===== config.mk =====
export PLATFORM = sky130hd
export DESIGN_NAME = mmio_addr_decoder_flat
export DESIGN_NICKNAME = d
export VERILOG_FILES = /design/src/rtl/mmio_addr_decoder_if.sv /design/src/rtl/mmio_addr_decoder.sv /design/src/flat_wrapper.sv
export SDC_FILE = /design/constraint.sdc
export NUM_CORES = 1
export LEC_CHECK = 0
export ABC_CLOCK_PERIOD_IN_PS = 2400
export CORE_ASPECT_RATIO = 1.4
export CORE_MARGIN = 4
export CORE_UTILIZATION = 35
export DETAILED_ROUTE_END_ITERATION = 7
export HOLD_SLACK_MARGIN = 0.15
export PLACE_DENSITY = 0.82
export SYNTH_ARGS = -nofsm -noshare
export SYNTH_HDL_FRONTEND = slang
export SYNTH_SLANG_ARGS = --single-unit

===== constraint.sdc =====
create_clock -name clk -period 2.4 [get_ports clk]
set_input_delay 0.24 -clock clk [delete_from_list [all_inputs] [get_ports clk]]
set_output_delay 0.24 -clock clk [all_outputs]
set_load 0.01 [all_outputs]

===== src/rtl/mmio_addr_decoder_if.sv =====
// CPU data port / slave bus bundle for mmio_addr_decoder.
// master = CPU plus slave-side sources (ready, read data); slave = the decoder itself.
interface mmio_addr_decoder_if #(
   parameter int NUM_SLV = 3,
   parameter int AW      = 32,
   parameter int DW      = 32
);
   logic                   req;
   logic                   we;
   logic [AW-1:0]          addr;
   logic [NUM_SLV-1:0]     slv_rdy;
   logic [NUM_SLV*DW-1:0]  rdata_in;
   logic                   err_clr;
   logic [NUM_SLV-1:0]     slv_sel;
   logic [NUM_SLV-1:0]     slv_we;
   logic                   ack;
   logic                   stall;
   logic [DW-1:0]          rdata_out;
   logic                   bus_err;
   logic [AW-1:0]          err_addr;
   logic [7:0]             err_cnt;

   modport master (
      output req, we, addr, slv_rdy, rdata_in, err_clr,
      input  slv_sel, slv_we, ack, stall, rdata_out, bus_err, err_addr, err_cnt
   );

   modport slave (
      input  req, we, addr, slv_rdy, rdata_in, err_clr,
      output slv_sel, slv_we, ack, stall, rdata_out, bus_err, err_addr, err_cnt
   );
endinterface


===== src/rtl/mmio_addr_decoder.sv =====
// MMIO base/mask decoder with ready/stall handshake, read-return mux and sticky bus error.
// Optional wait timeout enabled by defining MMIO_DEC_TIMEOUT_EN.
//
// state  | meaning
// S_IDLE | decode the CPU request; fast slaves and misses complete here
// S_WAIT | hold latched select until the slave is ready (or the timeout fires)
module mmio_addr_decoder #(
   parameter int                     NUM_SLV = 3,
   parameter int                     AW      = 32,
   parameter int                     DW      = 32,
   parameter logic [NUM_SLV*AW-1:0]  BASE    = {32'h900, 32'h800, 32'h000},
   parameter logic [NUM_SLV*AW-1:0]  MASK    = {32'hFFFF_FFF0, 32'hFFFF_FFF0, 32'hFFFF_FF00},
   parameter int                     TIMEOUT = 15
) (
   input logic                   clk,
   input logic                   rst,
   mmio_addr_decoder_if.slave    bus
);

   localparam int IW = (NUM_SLV > 1) ? $clog2(NUM_SLV) : 1;

   if (NUM_SLV < 1 || NUM_SLV > 8) begin : g_bad_num_slv
      $error("mmio_addr_decoder: NUM_SLV out of range");
   end
   if (TIMEOUT < 4 || TIMEOUT > 255) begin : g_bad_timeout
      $error("mmio_addr_decoder: TIMEOUT out of range");
   end

   typedef enum logic {S_IDLE, S_WAIT} state_t;

   state_t          state_q, state_d;
   logic [IW-1:0]   lat_idx_q, lat_idx_d;
   logic            lat_we_q, lat_we_d;
   logic            rd_vld_q, rd_vld_d;
   logic [IW-1:0]   rd_idx_q, rd_idx_d;
   logic            bus_err_q, bus_err_d;
   logic [AW-1:0]   err_addr_q, err_addr_d;
   logic [7:0]      err_cnt_q, err_cnt_d;
`ifdef MMIO_DEC_TIMEOUT_EN
   localparam logic [7:0] TO_CNT = 8'(TIMEOUT);
   logic [AW-1:0]   lat_addr_q, lat_addr_d;
   logic [7:0]      wait_cnt_q, wait_cnt_d;
`endif

   logic            dec_hit;
   logic [IW-1:0]   dec_idx;
   logic            sel_act;
   logic [IW-1:0]   sel_idx;
   logic            sel_we;
   logic            ack;
   logic            stall;
   logic            err_set;
   logic [AW-1:0]   err_addr_new;
   logic            rd_ack;
   logic            rd_vld;

   // Scan high to low so the lowest matching window wins on overlap.
   always_comb begin
      dec_hit = 1'b0;
      dec_idx = '0;
      for (int i = NUM_SLV - 1; i >= 0; i--) begin
         if ((bus.addr & MASK[i*AW +: AW]) == BASE[i*AW +: AW]) begin
            dec_hit = 1'b1;
            dec_idx = IW'(i);
         end
      end
   end

   always_ff @(posedge clk) begin
      if (rst) begin
         state_q    <= S_IDLE;
         lat_idx_q  <= '0;
         lat_we_q   <= 1'b0;
         rd_vld_q   <= 1'b0;
         rd_idx_q   <= '0;
         bus_err_q  <= 1'b0;
         err_addr_q <= '0;
         err_cnt_q  <= '0;
`ifdef MMIO_DEC_TIMEOUT_EN
         lat_addr_q <= '0;
         wait_cnt_q <= '0;
`endif
      end else begin
         state_q    <= state_d;
         lat_idx_q  <= lat_idx_d;
         lat_we_q   <= lat_we_d;
         rd_vld_q   <= rd_vld_d;
         rd_idx_q   <= rd_idx_d;
         bus_err_q  <= bus_err_d;
         err_addr_q <= err_addr_d;
         err_cnt_q  <= err_cnt_d;
`ifdef MMIO_DEC_TIMEOUT_EN
         lat_addr_q <= lat_addr_d;
         wait_cnt_q <= wait_cnt_d;
`endif
      end
   end

   always_comb begin
      state_d    = state_q;
      lat_idx_d  = lat_idx_q;
      lat_we_d   = lat_we_q;
      rd_vld_d   = rd_vld_q;
      rd_idx_d   = rd_idx_q;
      bus_err_d  = bus_err_q;
      err_addr_d = err_addr_q;
      err_cnt_d  = err_cnt_q;
`ifdef MMIO_DEC_TIMEOUT_EN
      lat_addr_d = lat_addr_q;
      wait_cnt_d = '0;
`endif
      unique case (state_q)
         S_IDLE: begin
            if (stall) begin
               state_d   = S_WAIT;
               lat_idx_d = dec_idx;
               lat_we_d  = bus.we;
`ifdef MMIO_DEC_TIMEOUT_EN
               lat_addr_d = bus.addr;
               wait_cnt_d = 8'd1;
`endif
            end
         end
         S_WAIT: begin
            if (ack) begin
               state_d = S_IDLE;
            end
`ifdef MMIO_DEC_TIMEOUT_EN
            else begin
               wait_cnt_d = wait_cnt_q + 8'd1;
            end
`endif
         end
         default: state_d = S_IDLE;
      endcase

      if (rd_ack) begin
         rd_vld_d = rd_vld;
         rd_idx_d = sel_idx;
      end

      // A new error outranks err_clr and re-captures the address.
      if (err_set) begin
         bus_err_d = 1'b1;
         if (!bus_err_q || bus.err_clr) begin
            err_addr_d = err_addr_new;
         end
         if (err_cnt_q != 8'hFF) begin
            err_cnt_d = err_cnt_q + 8'd1;
         end
      end else if (bus.err_clr) begin
         bus_err_d  = 1'b0;
         err_addr_d = '0;
      end
   end

   always_comb begin
      sel_act      = 1'b0;
      sel_idx      = lat_idx_q;
      sel_we       = lat_we_q;
      ack          = 1'b0;
      stall        = 1'b0;
      err_set      = 1'b0;
      err_addr_new = bus.addr;
      rd_ack       = 1'b0;
      rd_vld       = 1'b0;
      if (!rst) begin
         unique case (state_q)
            S_IDLE: begin
               if (bus.req) begin
                  if (dec_hit) begin
                     sel_act = 1'b1;
                     sel_idx = dec_idx;
                     sel_we  = bus.we;
                     ack     = bus.slv_rdy[dec_idx];
                     stall   = !bus.slv_rdy[dec_idx];
                     rd_vld  = 1'b1;
                  end else begin
                     ack     = 1'b1;
                     err_set = 1'b1;
                  end
                  rd_ack = ack & !bus.we;
               end
            end
            S_WAIT: begin
               if (bus.slv_rdy[lat_idx_q]) begin
                  sel_act = 1'b1;
                  ack     = 1'b1;
                  rd_vld  = 1'b1;
                  rd_ack  = !lat_we_q;
               end
`ifdef MMIO_DEC_TIMEOUT_EN
               else if (wait_cnt_q == TO_CNT) begin
                  ack          = 1'b1;
                  err_set      = 1'b1;
                  err_addr_new = lat_addr_q;
                  rd_ack       = !lat_we_q;
               end
`endif
               else begin
                  sel_act = 1'b1;
                  stall   = 1'b1;
               end
            end
            default: ;
         endcase
      end
   end

   assign bus.slv_sel   = sel_act ? (NUM_SLV'(1) << sel_idx) : '0;
   assign bus.slv_we    = bus.slv_sel & {NUM_SLV{sel_we}};
   assign bus.ack       = ack;
   assign bus.stall     = stall;
   assign bus.rdata_out = rd_vld_q ? bus.rdata_in[int'(rd_idx_q)*DW +: DW] : '0;
   assign bus.bus_err   = bus_err_q;
   assign bus.err_addr  = err_addr_q;
   assign bus.err_cnt   = err_cnt_q;

endmodule


===== src/flat_wrapper.sv =====
// flat-port wrapper written by rule: the top's interface ports become plain ports
module mmio_addr_decoder_flat 
#(
   parameter int                     NUM_SLV = 3,
   parameter int                     AW      = 32,
   parameter int                     DW      = 32,
   parameter logic [NUM_SLV*AW-1:0]  BASE    = {32'h900, 32'h800, 32'h000},
   parameter logic [NUM_SLV*AW-1:0]  MASK    = {32'hFFFF_FFF0, 32'hFFFF_FFF0, 32'hFFFF_FF00},
   parameter int                     TIMEOUT = 15
)
  (clk, rst, bus_req, bus_we, bus_addr, bus_slv_rdy, bus_rdata_in, bus_err_clr, bus_slv_sel, bus_slv_we, bus_ack, bus_stall, bus_rdata_out, bus_bus_err, bus_err_addr, bus_err_cnt);
  mmio_addr_decoder_if #(.NUM_SLV(NUM_SLV), .AW(AW), .DW(DW)) bus_i ();
  input logic clk;
  input logic rst;
  input wire logic [$bits(bus_i.req)-1:0] bus_req;
  input wire logic [$bits(bus_i.we)-1:0] bus_we;
  input wire logic [$bits(bus_i.addr)-1:0] bus_addr;
  input wire logic [$bits(bus_i.slv_rdy)-1:0] bus_slv_rdy;
  input wire logic [$bits(bus_i.rdata_in)-1:0] bus_rdata_in;
  input wire logic [$bits(bus_i.err_clr)-1:0] bus_err_clr;
  output wire logic [$bits(bus_i.slv_sel)-1:0] bus_slv_sel;
  output wire logic [$bits(bus_i.slv_we)-1:0] bus_slv_we;
  output wire logic [$bits(bus_i.ack)-1:0] bus_ack;
  output wire logic [$bits(bus_i.stall)-1:0] bus_stall;
  output wire logic [$bits(bus_i.rdata_out)-1:0] bus_rdata_out;
  output wire logic [$bits(bus_i.bus_err)-1:0] bus_bus_err;
  output wire logic [$bits(bus_i.err_addr)-1:0] bus_err_addr;
  output wire logic [$bits(bus_i.err_cnt)-1:0] bus_err_cnt;
  assign bus_i.req = bus_req;
  assign bus_i.we = bus_we;
  assign bus_i.addr = bus_addr;
  assign bus_i.slv_rdy = bus_slv_rdy;
  assign bus_i.rdata_in = bus_rdata_in;
  assign bus_i.err_clr = bus_err_clr;
  assign bus_slv_sel = bus_i.slv_sel;
  assign bus_slv_we = bus_i.slv_we;
  assign bus_ack = bus_i.ack;
  assign bus_stall = bus_i.stall;
  assign bus_rdata_out = bus_i.rdata_out;
  assign bus_bus_err = bus_i.bus_err;
  assign bus_err_addr = bus_i.err_addr;
  assign bus_err_cnt = bus_i.err_cnt;
  mmio_addr_decoder #(.NUM_SLV(NUM_SLV), .AW(AW), .DW(DW), .BASE(BASE), .MASK(MASK), .TIMEOUT(TIMEOUT)) u_core (.clk(clk), .rst(rst), .bus(bus_i));
endmodule

== Yosys cells after proc, flatten, opt, wreduce, memory -nomap -nowiden ==
Index checks and enable logic that the tools add are counted.
Cells by class
  reductions and logical operators: 10
  order comparisons: 2
  bitwise gates (word level): 3
  muxes and demuxes: 54
  add/subtract/negate cells: 1
  eq/ne operators: 4
  shift operators: 2
Operators by type and width (number)
  32-bit two-way mux: 4
  96-bit by 8-bit indexed part select with 32-bit output: 1
  28-bit by 8-bit equality test with 1-bit output, second input constant: 2
  1-bit two-way mux: 34
  32-bit logical NOT: 1
  2-bit two-way mux: 7
  1-bit one-hot mux with 2 select lines: 6
  8-bit by 1-bit adder with 8-bit output, second input constant: 1
  8-bit inequality test, second input constant: 1
  2-bit by 3-bit < comparator with 1-bit output, second input constant: 2
  2-bit AND reduction: 3
  1-bit binary-select mux with 2-bit select: 2
  1-bit logical NOT: 4
  3-bit bitwise AND: 1
  3-bit two-way mux: 1
  1-bit by 2-bit left shift with 3-bit output, first input constant: 1
  2-bit inequality test, second input constant: 1
  2-bit nonzero test: 1
  1-bit bitwise AND: 1
  1-bit logical OR: 1
  1-bit inverter: 1
Word-level totals
  flip-flop bits (word level): 48
  logic and storage cells: 84
  output and inout bits: 81
  bits of input ports: 136

== Longest topological paths before layout ==
Gate-level depths: netlist of the first run.
  depth in word-level cells: 15
  mapped depth: 7
  depth with buffers taken out: 5

== Worst setup path after synthesis of the first run ==
OpenSTA, ideal clock, no wires.
  path type: input to output
  start point: input port bus_addr[12]
  end point: output port bus_slv_sel[2]
  path buffers: 1
  stages on the path: 6
  arrival time: 1.710 ns
  path slack: 0.450 ns
  data required time: 2.160 ns
  path through: nor4_1 > nand4_1 > buf_2 > or3_1 > o32ai_1 > nor2_1
On the way
  word-level cells in the longest chain between the ends: 10
  elaborated cells on any way between the ends: 19
  those cells by class: eq/ne (2); shift (1); mux (15); reduce/logical (1)
RTL lines
  start, declared: line flat_wrapper.sv:17  | input wire logic [$bits(bus_i.addr)-1:0] bus_addr;
  28-bit by 8-bit equality test with 1-bit output: line mmio_addr_decoder.sv:62  | if ((bus.addr & MASK[i*AW +: AW]) == BASE[i*AW +: AW]) begin
  1-bit two-way mux or 2-bit two-way mux (tied branches) (3 in a row): line mmio_addr_decoder.sv:62
  2-bit two-way mux: line mmio_addr_decoder.sv:171  | if (dec_hit) begin
  2-bit two-way mux: line mmio_addr_decoder.sv:170  | if (bus.req) begin
  2-bit two-way mux: line mmio_addr_decoder.sv:168  | unique case (state_q)
  2-bit two-way mux: line mmio_addr_decoder.sv:167  | if (!rst) begin
  1-bit by 2-bit left shift with 3-bit output: line mmio_addr_decoder.sv:210  | assign bus.slv_sel = sel_act ? (NUM_SLV'(1) << sel_idx) : '0;
  3-bit two-way mux (*): line mmio_addr_decoder.sv:210
  end, declared: line flat_wrapper.sv:21  | output wire logic [$bits(bus_i.slv_sel)-1:0] bus_slv_sel;
Every way passes the cells marked *; elsewhere a longest branch is shown, timed or not.

== Worst setup path in the final report of the first run ==
  start point: input port bus_addr[6]
  end point: output port bus_slv_sel[0]
Same word-level chain as after synthesis.

==> results of run 1 <==
==> critical path, cell delays in order <==
cell and delay [ns]:
clkdlybuf4s50_1 0.50, nor3b_2 0.06, buf_4 0.15, buf_4 0.14, nand2_1 0.11, nor4_2 0.06, buf_4 0.16, or3_1 0.32
a21oi_1 0.13, clkdlybuf4s15_2 0.24
==> what timing repair did <==
| action | in CTS | in global routing |
|---|---|---|
| pin swaps | 9 | 14 |
| endpoints found under the setup margin | 40 | 46 |
| cloned | 0 | 0 |
| gates resized for setup | 53 | 24 |
| setup buffers | 1 | 4 |
| hold endpoints to repair | 0 | 0 |
==> path summary, 6_finish.rpt <==
| path | start | endpoint | depth (start not counted) | slack (ns) |
|---|---|---|---|---|
| worst max register to register | u_core.state_q$_SDFF_PP0_ | u_core.rd_idx_q[1]$_SDFFE_PP0P_ | 6 | 0.57 |
| worst min register to register | u_core.bus.err_addr[7]$_SDFFE_PP0P_ | u_core.bus.err_addr[7]$_SDFFE_PP0P_ | 1 | 0.47 |
| worst max-delay path | bus_addr[6] | bus_slv_sel[0] | 10 | 0.05 |
| worst min-delay path | bus_addr[31] | u_core.bus.err_addr[31]$_SDFFE_PP0P_ | 2 | 0.22 |
==> area by class of cell <==
type | instances | area share
clock inverter | 1 | 0.00529
timing repair buffer | 255 | 0.434
clock buffer | 5 | 0.0220
tap | 102 | 0.0225
multi-input combinational | 275 | 0.344
sequential | 48 | 0.169
inverter | 4 | 0.00264
==> routing by layer <==
| layer | up-vias | share of wire | wire, um | global-route usage |
|---|---|---|---|---|
| met5 | - | 0 | 0 | 0 |
| met4 | 0 | 0.023 | 288 | 0.0718 |
| met3 | 22 | 0.14 | 1810 | 0.138 |
| met2 | 202 | 0.47 | 5990 | 0.425 |
| met1 | 1686 | 0.36 | 4630 | 0.252 |
| li1 | 1769 | - | - | - |
==> synthesized netlist by cell type (2+ instances only) <==
cell / number / area (um2)
o311ai_0: 4 / 35.0
buf_1: 2 / 7.51
or3_1: 4 / 25.0
and2_1: 33 / 206
a31oi_1: 4 / 25.0
clkbuf_1: 19 / 71.3
o32ai_1: 2 / 17.5
or4_1: 4 / 30.0
a21oi_1: 9 / 45.0
nand3_1: 5 / 25.0
nand2_1: 43 / 161
a22o_1: 32 / 280
buf_2: 7 / 35.0
o41ai_1: 4 / 35.0
o21ai_0: 37 / 185
nand2b_1: 3 / 18.8
nor3b_1: 2 / 15.0
nor4_1: 7 / 43.8
mux2i_1: 36 / 360
dfxtp_1: 48 / 961
nor3_1: 4 / 20.0
inv_1: 4 / 15.0
nor2b_1: 5 / 31.3
o21a_1: 3 / 22.5
o31ai_1: 4 / 30.0
nor2_1: 14 / 52.6
==> registers in the layout, summed over array words and instances (netlist names) <==
name / flops
u_core.bus.err_addr: 32
u_core.bus.err_cnt: 8
u_core.lat_idx_q: 2
u_core.rd_idx_q: 2
u_core.bus.bus_err: 1
u_core.lat_we_q: 1
u_core.rd_vld_q: 1
u_core.state_q: 1
==> cells by family after synthesis <==
logic type	count (synthesis)	synth area share
AOI/OAI and AO/OA	107	0.263
adders and majority gates	1	0.00429
buffers and inverters	32	0.0442
DFF	48	0.330
muxes	36	0.124
and+or+nand+nor	131	0.236
==> stage by stage <==
stage	hold WS [ns]	instance area (um2)	utilization	TNS (ns)
floorplan	0.316	2920	-	0
global placement	0.457	5390	0.661	-12.09
global route	0.239	5680	0.697	-0.0797
detailed placement	0.458	5390	0.661	-15.29
CTS	0.336	5590	0.686	-0.143
finish	0.219	5680	0.697	0
==> power by group through the flow <==
stage / Clock (mW) / Combinational (mW) / Sequential [mW]
global route: 0.801 / 0.671 / 0.857
detailed placement: 0 / 0.621 / 0.869
floorplan: 0 / 0.188 / 0.880
CTS: 0.771 / 0.624 / 0.854
global placement: 0 / 0.613 / 0.869
finish: 0.766 / 0.626 / 0.854
==> summary.md, run 1 <==
| Metric | Value |
|---|---|
| Hold Path Class | `input pin to flip-flop` |
| Sw power | `0.542 mW` |
| Row count | `39` |
| Synth cell types | `42` |
| Async S/R FF share, synth | `0` |
| DRT iter0 DRCs | `100` |
| Design Power | `2.25 mW` |
| Area of the mapped netlist | `2920 um2` |
| Num CTS Buffers | `5` |
| Die Y | `116 um` |
| Sequential area share after synthesis | `0.330` |
| Number of diodes | `0` |
| Global route overflow | `0` |
| Worst Max-Slew Pin Slew | `0.709 ns` |
| Initial antenna violation count | `0` |
| VDD IR max | `541 uV` |
| Skew final | `0.00262 ns` |
| Register share of total power | `0.380` |
| Post-synth EDFFs | `0` |
| Num Clock Sinks | `48` |
| TritonCTS clock tree | `yes` |
| Sw frac | `0.241` |
| H-tree levels | `2` |
| Hold Vio Cnt, Final | `0` |
| Pwr dens | `396 nW/um2` |
| Nets | `726` |
| Period utilization | `0.981` |
| Num ports | `217` |
| Initial core utilization | `0.358` |
| Slew margin rel. | `0.526` |
| Chip width | `85.1 um` |
| Clock power share | `0.341` |
| Highest-count cells in the layout ignoring fill and taps | `clkdlybuf4s50_1 (190), dfxtp_1 (47), nand2_1 (42)` |
| Routed vias/inst | `5.33` |
| Most common cell after layout, fill and taps aside | `clkdlybuf4s50_1` |
| CTS root buffer | `clkbuf_16` |
| First-pass GRT wire length | `19300 um` |
| Final Worst Setup Slack | `0.0457 ns` |
| Seq. cell area | `962 um2` |
| FF+latch count, synth | `48` |
| Min Tclk post-route | `2.35 ns` |
| DRC Markers | `0` |
| Final HPWL DP | `9740 um` |
| Final count of negative-setup-slack endpoints | `0` |
| Syn Area/Cell | `8.21 um2` |
| Non-Filler Instances | `690` |
| Layout cells sized above 1 | `0.139` |
| Max clock buf depth | `2` |
| YS warnings | `0` |
| Leakage power | `2.13 nW` |
| Max Cap Viol | `0` |
| Post-route ant nets | `0` |
| Largest net degree at the start of global routing | `34` |
| Max FO, Critical Path | `5` |
| Setup Crit Path Kind | `input pin to output pin` |
| Placer Congestion | `0.933` |
| CP required | `2.16 ns` |
| Fmax | `425 MHz` |
| GRT Resource Usage Total | `0.245` |
| Setup WS pre-CTS | `-0.579 ns` |
| Core box area | `8150 um2` |
| Status | `completed` |
| WL/cell | `18.4 um` |
| Placed cells | `679` |
| Routed WL | `12700 um` |
| Vias | `3679` |
| Die area | `9870 um2` |
| Most used flip-flop cell after synthesis | `dfxtp_1` |
| RSZ-0062 raised after global routing | `true` |
| Crit. End Element | `output pin` |
| Reg clk slew, reported paths | `0.06 ns` |
| Worst-Skew Late Latency | `0.29 ns` |
| Port Buf Inserts | `216` |
| Layout fillers | `618` |
| DR pass1 iterations | `4` |
| Critical path arrival | `2.11 ns` |
| Hold_buf cts | `0` |
| Combinational power share | `0.279` |
| Final Max Slew Viols | `0` |
| Syn nets | `492` |
| Area Overhead vs Synth | `94.8%` |
| Multi-input gate area | `1950 um2` |
| Nature of the critical path startpoint | `input pin` |
| Vias in the first global route | `3852` |
| Syn Inst Count | `355` |
| Internal | `1.70 mW` |
(Power assumes the default switching activity.)
==> run 2: changes to the inputs <==
- ABC_CLOCK_PERIOD_IN_PS: 2400 -> 3050
- SLEW_MARGIN: not set -> 20
- clock period: 2.4 -> 3.05 ns (I/O delays scaled with it)
==> run 2 against run 1 <==
  * Combinational power fell by 25%
  * Design area fell by 3.9%
  * Sequential power fell by 21%
  * First-iteration DRC count fell by 19%
  * Utilization fell by 2.7 points
  * Highest routed layer unchanged
  * Via count fell by 4.0%
  * Critical path depth fell by 1
  * Clock power fell by 19%
  * Non-clock buffer count fell by 20
==> summary.md, run 2 (synthesis gave the netlist of run 1 again) <==
| Metric | Value |
|---|---|
| Critical Path Start | `bus_addr[26]` |
| Slowest cell on crit path | `clkdlybuf4s50_1` |
| Reg clk slew, reported paths | `0.06 ns (about the same)` |
| First-pass GRT wire length | `18600 um (-3.5%)` |
| Hold Vio Cnt, Final | `0 (unchanged)` |
| Status | `completed` |
| Worst Max-Slew Pin Slew | `0.880 ns (+0.171 ns)` |
| Layout fillers | `646 (+4.5%)` |
| DRC Markers | `0 (unchanged)` |
| Sum of buffers and inverters on the critical path | `4 (-1)` |
| Sw power | `0.428 mW (-21%)` |
| Internal | `1.34 mW (-21%)` |
| Core box area | `8150 um2 (unchanged)` |
| Die area | `9870 um2 (unchanged)` |
| GR Util met2 | `0.399 (-0.0259)` |
| Final count of negative-setup-slack endpoints | `0 (unchanged)` |
| Met3 usage | `0.131 (-0.00711)` |
| Leakage power | `1.96 nW (-7.9%)` |
| Register share of total power | `0.382 (+0.002)` |
| Placer Congestion | `0.961 (+3.0%)` |
| Pwr dens | `324 nW/um2 (-18%)` |
| Setup Buffers After CTS | `0 (-1)` |
| DR pass1 iterations | `4 (unchanged)` |
| Skew final | `0.00452 ns (+0.00189 ns)` |
| GRT Resource Usage Total | `0.237 (-0.00774)` |
| Util after Layout | `0.670 (-0.0272)` |
| Chip width | `85.1 um (unchanged)` |
| Vias | `3533 (-4.0%)` |
| Final Max Slew Viols | `0 (unchanged)` |
| Nets | `706 (-2.8%)` |
| Period utilization | `0.966` |
| Placed cells | `664 (-2.2%)` |
| Crit-path cells | `clkdlybuf4s50_1 -> nor4_1 -> buf_4 -> nand4_1 -> buf_4 -> or3_1 -> o32ai_2 -> nor2_1 -> clkdlybuf4s50_1` |
| CP required | `2.74 ns (+0.58 ns)` |
| Die Y | `116 um (unchanged)` |
| WL/cell | `17.9 um (-2.8%)` |
| Max reg flops | `32 (unchanged)` |
| Hold path start | `u_core.bus.err_addr[7]$_SDFFE_PP0P_` |
| Nature of the critical path startpoint | `input pin` |
| Initial antenna violation count | `0 (unchanged)` |
| Crit. End Element | `output pin` |
| Routed WL | `12000 um (-5.4%)` |
| Most common cell after layout, fill and taps aside | `clkdlybuf4s50_1` |
| Max Cap Viol | `0 (unchanged)` |
| Port Buf Inserts | `216 (unchanged)` |
| Max clock buf depth | `2 (unchanged)` |
| Post-route cell area | `5460 um2 (-3.9%)` |
| Highest-count cells in the layout ignoring fill and taps | `clkdlybuf4s50_1 (212), dfxtp_1 (47), nand2_1 (42)` |
| Initial core utilization | `0.358 (unchanged)` |
| Num CTS Buffers | `5 (unchanged)` |
| Min Tclk post-route | `2.95 ns` |
| Critical path arrival | `2.64 ns (+0.53 ns)` |
| CTS root buffer | `clkbuf_16` |
| Met1 Use GR | `0.254 (+0.00239)` |
| Number of diodes | `0 (unchanged)` |
| Final HPWL DP | `9530 um (-2.2%)` |
| Sw frac | `0.242 (+0.000530)` |
| Worst reg2reg path startpoint | `u_core.state_q$_SDFF_PP0_` |
| VDD IR max | `470 uV (-13%)` |
| Fmax | `339 MHz` |
| Vias in the first global route | `3670 (-4.7%)` |
| Cell family with most CP delay | `buffers and inverters` |
| RSZ-0062 raised after global routing | `false` |
| Gr busiest metal | `met2` |
| Hold Path Class | `flip-flop to flip-flop` |
| Design Power | `1.77 mW (-21%)` |
| DRT iter0 DRCs | `81 (-19%)` |
| Max FO, Critical Path | `8 (+3)` |
| TritonCTS clock tree | `yes` |
| Slew margin rel. | `0.413 (-0.114)` |
| Area Overhead vs Synth | `87.2%` |
| Num ports | `217 (unchanged)` |
| Largest stage delay on the critical path | `0.48 ns (-0.02 ns)` |
| Non-Filler Instances | `672 (-2.6%)` |
| Global route overflow | `0 (unchanged)` |
| Post-route ant nets | `0 (unchanged)` |
| Setup Crit Path Kind | `input pin to output pin` |
| Num Clock Sinks | `48 (unchanged)` |
| H-tree levels | `2 (unchanged)` |
| Combinational power share | `0.266 (-0.013)` |
| Worst-Skew Late Latency | `0.29 ns (about the same)` |
| Area of placed instances | `5250 um2 (-2.7%)` |
| Routed vias/inst | `5.26 (-1.4%)` |
| Layout cells sized above 1 | `0.0719 (-0.0675)` |
| Largest net degree at the start of global routing | `34 (unchanged)` |
| Clock power share | `0.352 (+0.011)` |
| Row count | `39 (unchanged)` |
run 2: cell types whose count changed in the layout (fill, tap and decap cells not counted), sizes merged:
| cell | delta |
|---|---|
| clkdlybuf4s15 | -2 |
| dlymetal6s2s | -5 |
| clkinv | +1 |
| buf | -26 |
| dlygate4sd2 | -7 |
| clkdlybuf4s50 | +22 |
| clkbuf | -1 |
run 2: through the flow:
stage	setup TNS, ns	hold WS [ns]	worst slack, ns
6_report	0	0.474	0.104
5_1_grt	0	0.495	0.00175
4_1_cts	0	0.477	0.00988
3_5_place_dp	-0.0394	0.456	-0.0227
3_3_place_gp	0	0.455	0.0176
2_1_floorplan	0	0.381	0.970
run 2: power groups by stage:
stage               clock network (mW)  logic (mW)  registers [mW]
finish                           0.623       0.470           0.677
global route                     0.656       0.504           0.681
floorplan                            0       0.148           0.693
global placement                     0       0.461           0.689
detailed placement                   0       0.467           0.689
CTS                              0.633       0.472           0.677
run 2: final timing paths:
path         slack, ns  cells after the start                                  end
max               0.10                      9                       bus_slv_sel[2]
min               0.47                      1  u_core.bus.err_addr[7]$_SDFFE_PP0P_
max reg2reg       1.12                      6      u_core.rd_idx_q[1]$_SDFFE_PP0P_
min reg2reg       0.47                      1  u_core.bus.err_addr[7]$_SDFFE_PP0P_
run 2: layer usage:
metal,wire [um],vias to the layer above,share of wire
li1,-,1731,-
met1,4480,1593,0.37
met2,5520,190,0.46
met3,1780,19,0.15
met4,253,0,0.021
met5,0,-,0
run 2: area by class of cell:
type / instances / area (um2) / area share
timing repair buffer: 235 / 2310 / 0.423
multi-input combinational: 275 / 1880 / 0.345
sequential: 48 / 962 / 0.176
clock buffer: 6 / 129 / 0.0236
tap: 102 / 128 / 0.0234
clock inverter: 2 / 35.0 / 0.00642
inverter: 4 / 15.0 / 0.00275
run 2: worst reg2reg max path, cell delays in order (launching register included):
cell and delay [ns]:
dfxtp_1 0.37, nor2b_1 0.17, nand2_1 0.17, or3_1 0.46
buf_4 0.17, o32ai_1 0.33, o22ai_1 0.14
run 2: what timing repair did:
action / 4_1_cts / 5_1_grt
pin swaps: 0 / 1
hold buffers: 0 / 0
setup endpoints to repair: 6 / 6
gates resized for setup: 5 / 8
